File: config.mk
export PLATFORM = sky130hd
export DESIGN_NAME = fft_sample_loader
export DESIGN_NICKNAME = d
export VERILOG_FILES = /design/src/rtl/fft_sample_loader.sv
export SDC_FILE = /design/constraint.sdc
export NUM_CORES = 1
export LEC_CHECK = 0
export CAP_MARGIN = 20
export CORE_MARGIN = 3
export CORE_UTILIZATION = 25
export CTS_CLUSTER_DIAMETER = 40
export DETAILED_ROUTE_END_ITERATION = 10
export GPL_TIMING_DRIVEN = 0
export HOLD_SLACK_MARGIN = 0.1
export PLACE_DENSITY_LB_ADDON = 0.2
export SETUP_SLACK_MARGIN = 0.02
export SYNTH_ARGS = -nofsm -noshare
export SYNTH_HDL_FRONTEND = slang
export SYNTH_SLANG_ARGS = --single-unit
File: constraint.sdc
create_clock -name clk -period 2.9 [get_ports clk]
set_input_delay 0.29 -clock clk [delete_from_list [all_inputs] [get_ports clk]]
set_output_delay 0.29 -clock clk [all_outputs]
set_load 0.05 [all_outputs]
File: src/rtl/fft_sample_loader.sv
// fft_sample_loader
//   Upstream stage of the FFT core. Accepts a stream of real samples over a
//   valid/ready handshake and writes each one into the shared sample SRAM at
//   its bit-reversed complex slot ({rev(k),0} = real, {rev(k),1} = imag = 0).
//   When a full frame of N = 2^LOG2N points is loaded it pulses fft_start,
//   hands the SRAM bus to the core, waits for fft_done, then takes the bus
//   back and accepts the next frame. Samples offered while the FFT is in
//   flight are dropped and counted in a saturating counter.
//
// Ports
//   clk            system clock, rising edge
//   rst            synchronous active-high reset
//   sample_in      real sample (two's complement)
//   sample_valid   sample_in valid this cycle
//   sample_ready   loader accepts sample_in this cycle (FILL_RE only)
//   fft_done       FFT-complete pulse from the core (honoured in WAIT_DONE)
//   fft_start      one-cycle start pulse to the core (registered)
//   sram_write_ena SRAM write strobe (registered)
//   sram_addr      SRAM word address (registered), ADDR_W = LOG2N+1
//   sram_wdata     SRAM write data (registered)
//   bus_owner      1 = loader owns the SRAM bus, 0 = FFT core owns it
//   busy           FFT in flight (START or WAIT_DONE)
//   drop_count     saturating count of samples lost while busy
module fft_sample_loader #(
    parameter int LOG2N  = 9,
    parameter int ADDR_W = 10,
    parameter int DATA_W = 16,
    parameter int DROP_W = 8
) (
    input  logic              clk,
    input  logic              rst,
    input  logic [DATA_W-1:0] sample_in,
    input  logic              sample_valid,
    output logic              sample_ready,
    input  logic              fft_done,
    output logic              fft_start,
    output logic              sram_write_ena,
    output logic [ADDR_W-1:0] sram_addr,
    output logic [DATA_W-1:0] sram_wdata,
    output logic              bus_owner,
    output logic              busy,
    output logic [DROP_W-1:0] drop_count
);

    typedef enum logic [1:0] {
        FILL_RE,
        FILL_IM,
        START,
        WAIT_DONE
    } state_t;

    state_t            state, state_nxt;
    logic [LOG2N-1:0]  cnt, cnt_nxt, cnt_rev;
    logic              we_nxt;
    logic [ADDR_W-1:0] addr_nxt;
    logic [DATA_W-1:0] wdata_nxt;
    logic              start_nxt;
    logic              owner_nxt;
    logic [DROP_W-1:0] drop_nxt;
    logic              transfer;

    assign sample_ready = (state == FILL_RE);
    assign busy         = (state == START) || (state == WAIT_DONE);
    assign transfer     = sample_valid && sample_ready;

    // Bit-reversed sample index selects the complex slot.
    always_comb begin
        cnt_rev = '0;
        for (int unsigned i = 0; i < LOG2N; i++) begin
            cnt_rev[i] = cnt[LOG2N-1-i];
        end
    end

    // Next-state and next values for every registered output. The registers
    // below simply load these, so each write appears one cycle after the
    // state that decided it.
    always_comb begin
        state_nxt = state;
        cnt_nxt   = cnt;
        we_nxt    = 1'b0;
        addr_nxt  = sram_addr;
        wdata_nxt = sram_wdata;
        start_nxt = 1'b0;
        owner_nxt = bus_owner;
        drop_nxt  = drop_count;

        if (busy && sample_valid && (drop_count != '1)) begin
            drop_nxt = drop_count + 1'b1;
        end

        case (state)
            FILL_RE: begin
                if (transfer) begin
                    we_nxt    = 1'b1;
                    addr_nxt  = {cnt_rev, 1'b0};
                    wdata_nxt = sample_in;
                    state_nxt = FILL_IM;
                end
            end
            FILL_IM: begin
                we_nxt    = 1'b1;
                addr_nxt  = {cnt_rev, 1'b1};
                wdata_nxt = '0;
                if (cnt == '1) begin
                    cnt_nxt   = '0;
                    state_nxt = START;
                end else begin
                    cnt_nxt   = cnt + 1'b1;
                    state_nxt = FILL_RE;
                end
            end
            START: begin
                // fft_done here is deliberately ignored.
                start_nxt = 1'b1;
                owner_nxt = 1'b0;
                state_nxt = WAIT_DONE;
            end
            WAIT_DONE: begin
                if (fft_done) begin
                    owner_nxt = 1'b1;
                    state_nxt = FILL_RE;
                end
            end
            default: begin
                state_nxt = FILL_RE;
            end
        endcase
    end

    always_ff @(posedge clk) begin
        if (rst) begin
            state          <= FILL_RE;
            cnt            <= '0;
            sram_write_ena <= 1'b0;
            sram_addr      <= '0;
            sram_wdata     <= '0;
            fft_start      <= 1'b0;
            bus_owner      <= 1'b1;
            drop_count     <= '0;
        end else begin
            state          <= state_nxt;
            cnt            <= cnt_nxt;
            sram_write_ena <= we_nxt;
            sram_addr      <= addr_nxt;
            sram_wdata     <= wdata_nxt;
            fft_start      <= start_nxt;
            bus_owner      <= owner_nxt;
            drop_count     <= drop_nxt;
        end
    end

endmodule

Yosys cells after proc, flatten, opt, wreduce, memory -nomap -nowiden
Cells that the tools add are included.
{"block": "op_classes", "n_eq_ne": 7, "muxes": 14, "n_shift": 0, "div_mod_pow": 0, "add_sub_neg": 2, "bitwise_logic": 0, "n_lt_le_gt_ge": 0, "mul": 0, "n_reduce_logical": 10}
{"cell": "16-bit case mux with 2 select lines", "count": 1}
{"cell": "10-bit case mux with 2 select lines", "count": 1}
{"cell": "16-bit two-way mux", "count": 1}
{"cell": "10-bit two-way mux", "count": 1}
{"cell": "9-bit by 1-bit adder with 9-bit output, second input constant", "count": 1}
{"cell": "9-bit equality test, second input constant", "count": 1}
{"cell": "9-bit two-way mux", "count": 1}
{"cell": "8-bit by 1-bit adder with 8-bit output, second input constant", "count": 1}
{"cell": "8-bit != test, second input constant", "count": 1}
{"cell": "2-bit case mux with 4 select lines", "count": 1}
{"cell": "2-bit two-way mux", "count": 3}
{"cell": "2-bit AND reduction", "count": 3}
{"cell": "2-bit equality test, second input constant", "count": 2}
{"cell": "1-bit case mux with 2 select lines", "count": 2}
{"cell": "2-bit nonzero test", "count": 2}
{"cell": "1-bit logical AND", "count": 3}
{"cell": "1-bit two-way mux", "count": 3}
{"cell": "2-bit by 1-bit equality test with 1-bit output, second input constant", "count": 1}
{"cell": "2-bit zero test", "count": 1}
{"cell": "2-bit by 1-bit != test with 1-bit output, second input constant", "count": 1}
{"cell": "2-bit != test, second input constant", "count": 1}
{"cell": "1-bit logical OR", "count": 1}
{"block": "word_totals", "inputBits": 20, "register_bits": 48, "memories": 0, "latch_bits": 0, "mem_bits_rw": 0, "output_inout_bits": 39, "rom_bits": 0}

Logic depth before layout (Yosys ltp)
{"block": "logic_depth", "ltp_word": 4, "depth_mapped": 6}

Worst setup path before layout
No wires, ideal clock.
{"block": "synth_path", "kind": "reg-to-reg", "startpoint": "register drop_count[0]", "endpoint": "register drop_count[6]", "setup_slack_ns": 1.166, "setup_ns": 0.070, "synth_period_minus_slack_ns": 1.734, "arrival_ns": 1.664, "path_stages_with_launch": 5, "required_time_ns": 2.830, "cell_sequence": "dfxtp_1 -> ha_1 -> nand2_1 -> or4_1 -> a21oi_1"}
{"block": "synth_via", "elab_chain_len": 2, "elab_cells_between_ends": 3, "cone_classes": "add/sub (1); eq/ne (1); reduce/logical (1)"}
{"item": "from (decl)", "line": "42", "text": "output logic [DROP_W-1:0] drop_count"}
{"item": "from (signal assigned)", "line": "148", "text": "drop_count <= drop_nxt;"}
{"item": "parallel branches: the longest is 2 deep, another holds 8-bit by 1-bit adder with 8-bit output"}
Several ways; the timed one is not identified.
A chain may end at the register's enable or synchronous reset.

==> results.toml <==
[floorplanning]
num_io_pins = 59
dieArea_sq_um = 9140
start_util_pct = 25.9
die_x_microns = 95.6
die_h_microns = 95.6
coreArea_sq_um = 7770
num_rows = 32

[sta]
drv_slew = 0
finalSetupViolCount = 0
min_period_over_period_pct = 69.1
rsz0062_at_grt = "no"
tns_ns = 0
finClkSkew_ns = 0.00695
hold_violations = 0
max_slew_margin_pct = 62.3
period_minus_slack_ns = 2.00
timing.fmax_mhz = 499
worst_slew_pin_slew_ns = 0.566
fin_ws_ns = 0.897

[final_layout]
area_growth_pct = 38.8
final_cell_area_sq_um = 2790
drive_gt1_share_pct = 9.69
n_antenna_cell = 0
final_cell_mix = "clkdlybuf4s50_1 (57), dfxtp_1 (48), nand2_1 (43)"
postLayoutCoreUtil_pct = 35.9
nets = 312
mostFrequentLayoutCell = "clkdlybuf4s50_1"

[cts]
cts-resized-gates = 0
post_cts_buffers = 0
insertion_delay_ns = 0.30
root_buffer = "clkbuf_8"
htree_levels = 2
hold_buffers = 0
cts_tree = "built"
clkTransAtPathRegs_ns = 0.09
clock_sinks = 48
clockBufferDepth = 2
cts_inserted_buffers = 5

[worst_setup_path]
cp_max_fo = 10
crit_arrival_ns = 1.71
reg2reg_depth = 6
critPathSlowestCell = "clkdlybuf4s50_1"
crit_buf_inv = 3
reg2reg_slack_ns = 1.34
required_ns = 2.61
worstReg2RegEnd = "cnt[6]$_SDFFE_PP0P_"
cp_cell_sequence = "buf_6 > buf_2 > clkdlybuf4s50_1"
end_kind = "output port"
reg2reg_from = "cnt[0]$_SDFFE_PP0P_"
cp-start-kind = "flop"
max_stage_delay_ns = 0.79
path_depth = 3
cpLargestDelayFamily = "buffers and inverters"
crit_end = "busy"
worstSetupPathType = "reg2out"

[yosys]
avgSynthCellArea_sq_um = 8.93
synth_edf_count = 0
netlist_area_sq_um = 2010
synth_ff_type = "dfxtp_1"
synthCells = 225
ys_seq_area_share_pct = 47.9
synth-seq-cells = 48
async_flop_share_pct = 0
synth_cell_types = 38
syn-num-nets = 248
yosys_warnings = 0

[job]
drv_cap = 0

[grt]
grt_max_degree = 15
grt_pass1_vias = 1682
grt_overflow_total = 0
grtUsageTotal_pct = 10.5
grt_pass1_wl_microns = 7630
antenna_found_initial = 0

[place]
hpwl_microns = 3440
place_ws_ns = 1.05
portBuffers = 57
gp_congestion = 0.757
placed_area_sq_um = 2710

[route]
postRouteAntennaNets = 0
vias = 1695
vias_per_cell = 4.34
drc = 0
drtIter0Drc = 59
wl_per_cell_microns = 12.3
routed_wl_microns = 4810
first_pass_iters = 4

[pwr]
p_per_area_nw_per_um2 = 453
irDropWorstVdd_uv = 171
power_mw = 1.26
power.leakage_nw = 0.936

[run_status]
status = "finished, final reports clean"

[min_path]
hold_path.class = "reg2reg"
hold_depth = 2
-- routing by layer --
metal,vias to the layer above,part of all wire [%],global-route usage (%)
li1,884,-,-
met3,5,4.9,2.84
met4,0,0.75,2.49
met2,34,48,17.4
met5,-,0,0
met1,772,46,13.6
-- state kept, by name, summed over array words and instances (netlist names), named ones only --
name	flops
sram_write_ena	1
fft_start	1
drop_count	8
state	1
sram_wdata	16
sram_addr	10
bus_owner	1
cnt	9
-- worst min-delay path, stage by stage, from the launching register on --
cell and delay, ns:
dfxtp_1 0.32, nand2_1 0.05, a21oi_1 0.05
-- kinds of logic (layout without fill, tap and decap cells) --
| logic type | count (synthesis) | in the layout | share of synthesized area (%) |
|---|---|---|---|
| adder cells (fa/ha/maj) | 3 | 3 | 1.87 |
| buffers and inverters | 16 | 80 | 4.80 |
| AND/OR/NAND/NOR | 102 | 102 | 25.5 |
| flip-flops | 48 | 48 | 47.9 |
| AO/OA/AOI/OAI | 43 | 43 | 14.3 |
| XOR/XNOR | 12 | 12 | 5.23 |
| multiplexers | 1 | 1 | 0.498 |
-- cell type report --
cell class                      count  area [sq um]
Multi-Input combinational cell    161           951
Inverter                            2          7.51
Clock inverter                      2          12.5
Timing Repair Buffer               57           571
Fill cell                         834          4980
Buffer                             14          88.8
Tap cell                          102           128
Clock buffer                        5          68.8
Sequential cell                    48           961
-- cells in the mapped netlist, types with 2 or more instances --
library cell | count | area share, %
a2111oi_4 | 2 | 2.7
a211oi_1 | 2 | 0.75
a21oi_1 | 30 | 7.5
a21oi_2 | 2 | 0.87
buf_2 | 5 | 1.2
buf_6 | 4 | 2.2
clkbuf_1 | 5 | 0.93
dfxtp_1 | 48 | 48
ha_1 | 3 | 1.9
inv_1 | 2 | 0.37
nand2_1 | 43 | 8.0
nand3_1 | 20 | 5.0
nand4_1 | 3 | 0.93
nor2_1 | 17 | 3.2
nor2_2 | 2 | 0.62
nor2b_1 | 2 | 0.62
nor3_1 | 2 | 0.50
o21ai_0 | 2 | 0.50
o21bai_1 | 2 | 0.75
xnor2_1 | 9 | 3.9
xor2_1 | 3 | 1.3
-- where the power goes --
part	total [mW]	switching (mW)	internal (mW)
sequential	0.685	0.00951	0.676
combinational	0.190	0.118	0.0725
clock	0.388	0.224	0.164
total	1.26	0.351	0.912
-- worst min path at each step --
stage	start	endpoint	slack [ns]
floorplan	sample_in[0]	sram_wdata[0]$_SDFFE_PP0P_	0.43
CTS	sram_addr[7]$_SDFFE_PP0P_	sram_addr[7]$_SDFFE_PP0P_	0.46
global route	sram_wdata[13]$_SDFFE_PP0P_	sram_wdata[13]$_SDFFE_PP0P_	0.48
global placement	sram_addr[8]$_SDFFE_PP0P_	sram_addr[8]$_SDFFE_PP0P_	0.44
detailed placement	sram_addr[7]$_SDFFE_PP0P_	sram_addr[7]$_SDFFE_PP0P_	0.45
finish	sram_addr[7]$_SDFFE_PP0P_	sram_addr[7]$_SDFFE_PP0P_	0.45
-- metrics by stage --
step                std cells  hold WS, ns
floorplan                 225        0.426
global placement          384        0.443
detailed placement        384        0.446
CTS                       391        0.459
global route              391        0.482
finish                    391        0.454
No activity file was read; power rests on OpenSTA's default activity.
